==> config.mk <==
export PLATFORM = sky130hd
export DESIGN_NAME = prog_launch_seq
export DESIGN_NICKNAME = d
export VERILOG_FILES = /design/src/rtl/prog_launch_seq.sv
export SDC_FILE = /design/constraint.sdc
export NUM_CORES = 1
export LEC_CHECK = 0
export ABC_AREA = 1
export BUFFER_PORTS_ARGS = -buffer_cell sky130_fd_sc_hd__buf_2
export CORE_MARGIN = 4
export CORE_UTILIZATION = 25
export DETAILED_ROUTE_END_ITERATION = 6
export PLACE_DENSITY = 0.45
export SYNTH_ARGS = -nofsm -noshare
export SYNTH_HDL_FRONTEND = slang
export SYNTH_SLANG_ARGS = --single-unit
==> constraint.sdc <==
create_clock -name clk -period 4.45 [get_ports clk]
set_input_delay 0.89 -clock clk [delete_from_list [all_inputs] [get_ports clk]]
set_output_delay 0.89 -clock clk [all_outputs]
set_load 0.05 [all_outputs]
==> src/rtl/prog_launch_seq.sv <==
// ---------------------------------------------------------------------------
// prog_launch_seq
//
// Program launch sequencer placed directly upstream of the CPU core. A bench
// level init pulse becomes a per-program start command (start address plus a
// one-cycle start strobe). The block then waits for the core's halt flag. In
// run-all mode it chains programs 0, 1 and 2 back to back. When the sequence
// ends it raises a single done, and it records a cycle count for each
// program.
//
// Ports
//   clk        in   system clock, all logic on the rising edge
//   reset      in   synchronous active-low reset (0 = reset)
//   init       in   launch request; a rise arms, a fall launches
//   prog_sel   in   0/1/2 = run that program alone, 3 = run all three
//   core_done  in   core halt flag (level), only looked at while running
//   core_start out  one-cycle strobe telling the core to load start_pc
//   start_pc   out  start address of the current program
//   prog_idx   out  index of the program launched or running (0..2)
//   busy       out  high while launching, running or advancing
//   done       out  sequence finished, held until the next init rise
//   cyc0..cyc2 out  cycle count of the last completed run of each program
// ---------------------------------------------------------------------------
module prog_launch_seq #(
  parameter int unsigned PC_W  = 10,
  parameter int unsigned PC0   = 0,
  parameter int unsigned PC1   = 64,
  parameter int unsigned PC2   = 128,
  parameter int unsigned CYC_W = 16
) (
  input  logic             clk,
  input  logic             reset,
  input  logic             init,
  input  logic [1:0]       prog_sel,
  input  logic             core_done,
  output logic             core_start,
  output logic [PC_W-1:0]  start_pc,
  output logic [1:0]       prog_idx,
  output logic             busy,
  output logic             done,
  output logic [CYC_W-1:0] cyc0,
  output logic [CYC_W-1:0] cyc1,
  output logic [CYC_W-1:0] cyc2
);

  typedef enum logic [2:0] {
    S_IDLE,
    S_ARM,
    S_LAUNCH,
    S_RUN,
    S_NEXT,
    S_DONE
  } state_t;

  localparam logic [PC_W-1:0]  PC0_V   = PC_W'(PC0);
  localparam logic [PC_W-1:0]  PC1_V   = PC_W'(PC1);
  localparam logic [PC_W-1:0]  PC2_V   = PC_W'(PC2);
  localparam logic [CYC_W-1:0] CYC_MAX = '1;

  state_t           state_q, state_d;
  logic             init_q;
  logic [1:0]       mode_q, mode_d;
  logic [1:0]       idx_q, idx_d;
  logic [CYC_W-1:0] cnt_q, cnt_d;
  logic [CYC_W-1:0] cyc0_q, cyc0_d;
  logic [CYC_W-1:0] cyc1_q, cyc1_d;
  logic [CYC_W-1:0] cyc2_q, cyc2_d;

  logic             init_fall;
  logic             init_rise;
  logic [CYC_W-1:0] cnt_inc;
  logic             capture;

  // Edge detection on init against its value from the previous cycle. The
  // history register keeps tracking init even while busy, so a pulse during
  // a run is simply forgotten rather than replayed afterwards.
  assign init_fall = init_q & ~init;
  assign init_rise = ~init_q & init;

  // Saturating counter+1. Used both as the next counter value in RUN and as
  // the value latched on completion, so a halt in the first RUN cycle gives 1.
  assign cnt_inc = (cnt_q == CYC_MAX) ? CYC_MAX : cnt_q + 1'b1;

  // State and datapath registers. Reset returns everything to its idle
  // values from any state, including the middle of a run, which also clears
  // the recorded cycle counts.
  always_ff @(posedge clk) begin
    if (!reset) begin
      state_q <= S_IDLE;
      init_q  <= 1'b0;
      mode_q  <= 2'd0;
      idx_q   <= 2'd0;
      cnt_q   <= '0;
      cyc0_q  <= '0;
      cyc1_q  <= '0;
      cyc2_q  <= '0;
    end else begin
      state_q <= state_d;
      init_q  <= init;
      mode_q  <= mode_d;
      idx_q   <= idx_d;
      cnt_q   <= cnt_d;
      cyc0_q  <= cyc0_d;
      cyc1_q  <= cyc1_d;
      cyc2_q  <= cyc2_d;
    end
  end

  // Next-state logic. An init fall in IDLE or ARM starts a sequence and
  // captures the mode; a fall seen directly in IDLE covers init that was
  // already high when the block came out of reset. RUN counts cycles until
  // the core halts, and NEXT either chains the following program (run-all
  // mode) or finishes.
  always_comb begin
    state_d = state_q;
    mode_d  = mode_q;
    idx_d   = idx_q;
    cnt_d   = cnt_q;
    cyc0_d  = cyc0_q;
    cyc1_d  = cyc1_q;
    cyc2_d  = cyc2_q;
    capture = 1'b0;

    case (state_q)
      S_IDLE: begin
        if (init_fall) begin
          capture = 1'b1;
        end else if (init_rise) begin
          state_d = S_ARM;
        end
      end
      S_ARM: begin
        if (init_fall) begin
          capture = 1'b1;
        end
      end
      S_LAUNCH: begin
        state_d = S_RUN;
      end
      S_RUN: begin
        cnt_d = cnt_inc;
        if (core_done) begin
          case (idx_q)
            2'd0:    cyc0_d = cnt_inc;
            2'd1:    cyc1_d = cnt_inc;
            default: cyc2_d = cnt_inc;
          endcase
          state_d = S_NEXT;
        end
      end
      S_NEXT: begin
        if ((mode_q == 2'd3) && (idx_q < 2'd2)) begin
          idx_d   = idx_q + 2'd1;
          cnt_d   = '0;
          state_d = S_LAUNCH;
        end else begin
          state_d = S_DONE;
        end
      end
      S_DONE: begin
        if (init_rise) begin
          state_d = S_ARM;
        end
      end
      default: begin
        state_d = S_IDLE;
      end
    endcase

    if (capture) begin
      mode_d  = prog_sel;
      idx_d   = (prog_sel == 2'd3) ? 2'd0 : prog_sel;
      cnt_d   = '0;
      state_d = S_LAUNCH;
    end
  end

  // Start address follows the program index, so it is valid during the
  // strobe and stays stable for the whole run.
  always_comb begin
    case (idx_q)
      2'd0:    start_pc = PC0_V;
      2'd1:    start_pc = PC1_V;
      default: start_pc = PC2_V;
    endcase
  end

  // Status outputs decoded directly from the state register; LAUNCH lasts
  // exactly one cycle, so the strobe is one cycle wide by construction.
  assign core_start = (state_q == S_LAUNCH);
  assign busy       = (state_q == S_LAUNCH) || (state_q == S_RUN) || (state_q == S_NEXT);
  assign done       = (state_q == S_DONE);
  assign prog_idx   = idx_q;
  assign cyc0       = cyc0_q;
  assign cyc1       = cyc1_q;
  assign cyc2       = cyc2_q;

endmodule

==> flow_summary.json <==
{
  "netlist_instances": 465,
  "worstPathRequired_ps": 4720,
  "drv_slew": 0,
  "final_antenna_net_count": 0,
  "hold_viol": 0,
  "wl_per_cell_um": 12.5,
  "ys.flop_type": "dfxtp_1",
  "die_w_um": 124,
  "tns_ps": 0,
  "syn_area_um2": 3360,
  "grt_pass1_vias": 2896,
  "cts_tree": "built",
  "vias_per_cell": 4.33,
  "postCtsSetupRepairBufs": 0,
  "final_cells": 698,
  "dpl.hpwl_um": 6470,
  "ctsResizeCount": 0,
  "die-area_um2": 15300,
  "via_count": 3025,
  "place.gp.congestion": 0.778,
  "cts_htree_levels": 3,
  "coreArea_um2": 13200,
  "placed_cells": 682,
  "min_period_ps": 2540,
  "track_usage_pct": 11.8,
  "drt_iter0_markers": 160,
  "cts-root-buf": "clkbuf_16",
  "start_util_pct": 25.4,
  "whs_ps": 455,
  "synth.distinct_cells": 31,
  "crit_path_max_fanout": 21,
  "clk_path_buf_depth": 2,
  "die_y_um": 124,
  "fmax_ghz": 0.394,
  "grt-ovfl-total": 0,
  "layout-drive-gt1-share_pct": 21.1,
  "antenna_cells": 0,
  "syn2layout_area_growth_pct": 20.5,
  "status": "finished clean",
  "grt_max_degree": 37,
  "tightest_slew_ps": 694,
  "peakVddDrop_v": 0.000176,
  "ys_warn_count": 0,
  "wl_um": 8700,
  "rsz0062_at_grt": "no",
  "io_buffers": 60,
  "rows": 42,
  "finalCritPeriodShare_pct": 57.0,
  "cp-end-kind": "flip-flop",
  "cts.clk_slew.worst_paths_ps": 60,
  "fin_worst_skew_ps": 5.31,
  "final.fill_count": 1444,
  "synth_edf_count": 0,
  "hold_path_class": "flip-flop to flip-flop",
  "first_pass_iters": 4,
  "clk-insertion-delay-late_ps": 330,
  "async_reset_ff_share_pct": 0,
  "ctsHoldBuffers": 0,
  "antenna_found_initial": 0,
  "final_net_count": 526,
  "drc": 0,
  "ys_ff_latch": 72,
  "startpoint_type": "flip-flop",
  "max_slew_margin_pct": 53.6,
  "power_density_nw_per_um2": 395,
  "io_pins": 69,
  "path_class": "flip-flop to flip-flop",
  "seq_area_frac_synth_pct": 43.0,
  "numCtsBuffers": 9,
  "leakage_nw": 1.97,
  "crit_arrival_ps": 2810,
  "maxCapViolations": 0,
  "syn_avg_cell_area_um2": 7.22,
  "cts_sinks": 72,
  "finalSetupViolations": 0,
  "grt_pass1_wl_um": 14200
}
-- metal layers --
metal,global-route usage [%],vias to the layer above,share of wire [%]
met1,15.0,1401,47
li1,-,1567,-
met4,4.15,0,1.2
met3,2.91,7,4.1
met2,19.5,50,48
met5,0,-,0
-- kinds of logic (layout without fill, tap and decap cells) --
group                      after synthesis  after routing  synth area share, %
and+or+nand+nor                        207            207                 28.6
AOI/OAI and AO/OA                       96             96                 15.0
buffers and inverters                   81            131                 11.0
DFF                                     72             72                 43.0
xor gates and xnor gates                 5              5                 1.31
adders and majority gates                3              3                 1.12
other                                    1              8                0.112
-- cell type report --
class                           instances  area (um^2)  share of cell area, %
Multi-Input combinational cell        319         1570                   38.9
Sequential cell                        72         1440                   35.7
Timing Repair Buffer                   61          308                   7.61
Clock buffer                           10          229                   5.66
Tap cell                              176          220                   5.45
Inverter                               54          203                   5.01
Clock inverter                          6         68.8                   1.70
-- power breakdown --
| part | internal (mW) | switching (mW) | total [mW] |
|---|---|---|---|
| combinational | 0.0448 | 0.156 | 0.201 |
| clock | 0.437 | 0.282 | 0.719 |
| sequential | 0.663 | 0.0134 | 0.676 |
-- metrics by stage --
step / cell area, um^2 / total power [mW] / worst slack [ps] / util [%]
after floorplan: 3380 / 0.858 / 1620 / -
after global placement: 3740 / 0.893 / 1910 / 28.4
after detailed placement: 3740 / 0.893 / 1860 / 28.4
after CTS: 4040 / 1.61 / 1850 / 30.6
after global routing: 4040 / 1.66 / 1520 / 30.6
final: 4040 / 1.60 / 1910 / 30.6
-- flip-flops by register name, indices dropped and copies added, names as in the netlist --
register  flops
prog_idx      2
cyc2         16
cnt_q        16
state_q       3
mode_q        2
cyc1         16
cyc0         16
init_q        1
-- critical path, stage by stage (launching register included) --
cell and delay [ps]:
dfxtp_1 330, inv_2 110, nand2_2 90, nor2_4 470
nand3_1 540, inv_1 600, nor2_1 80, nor2_1 90
o21ai_0 90, inv_1 80
-- placed cells by master, fill, tap and decap left out, types with 8 or more instances in the layout --
cell       netlist  final
nor2_1          89     89
nand2_1         67     67
buf_2            6     60
nand3_1         22     22
conb_1           1      8
clkbuf_16        0      9
dfxtp_1         72     72
inv_1           48     48
o21ai_0         52     52
a21oi_1         28     28
o21ai_1          8      8
-- synthesized netlist by cell type (3+ instances only) --
master    count  area share, %
clkbuf_1      8           0.89
nand3_2       3           0.89
a21oi_1      28            4.2
xor2_1        3           0.78
o21ai_0      52            7.8
nand2_1      67            7.5
buf_4        11            2.5
nand4_1       4           0.75
nand3_1      22            3.3
nor2_1       89             10
inv_2         6           0.67
a21oi_2       3           0.78
buf_2         6           0.89
nor2_4        7            2.3
nand2_2       7            1.3
ha_1          3            1.1
inv_1        48            5.4
o21ai_1       8            1.2
dfxtp_1      72             43
-- worst paths after layout --
path | start | to | slack [ps] | cells after the start
setup / recovery | state_q[2]$_SDFFE_PP0P_ | cyc2[8]$_SDFFE_PN0P_ | 1910 | 9
hold reg to reg | mode_q[0]$_SDFFE_PN0P_ | mode_q[0]$_SDFFE_PN0P_ | 460 | 2
setup reg to reg | state_q[2]$_SDFFE_PP0P_ | cyc2[8]$_SDFFE_PN0P_ | 1910 | 9
hold / removal | mode_q[0]$_SDFFE_PN0P_ | mode_q[0]$_SDFFE_PN0P_ | 460 | 2
Note: power is estimated with default switching activity, not from simulation.
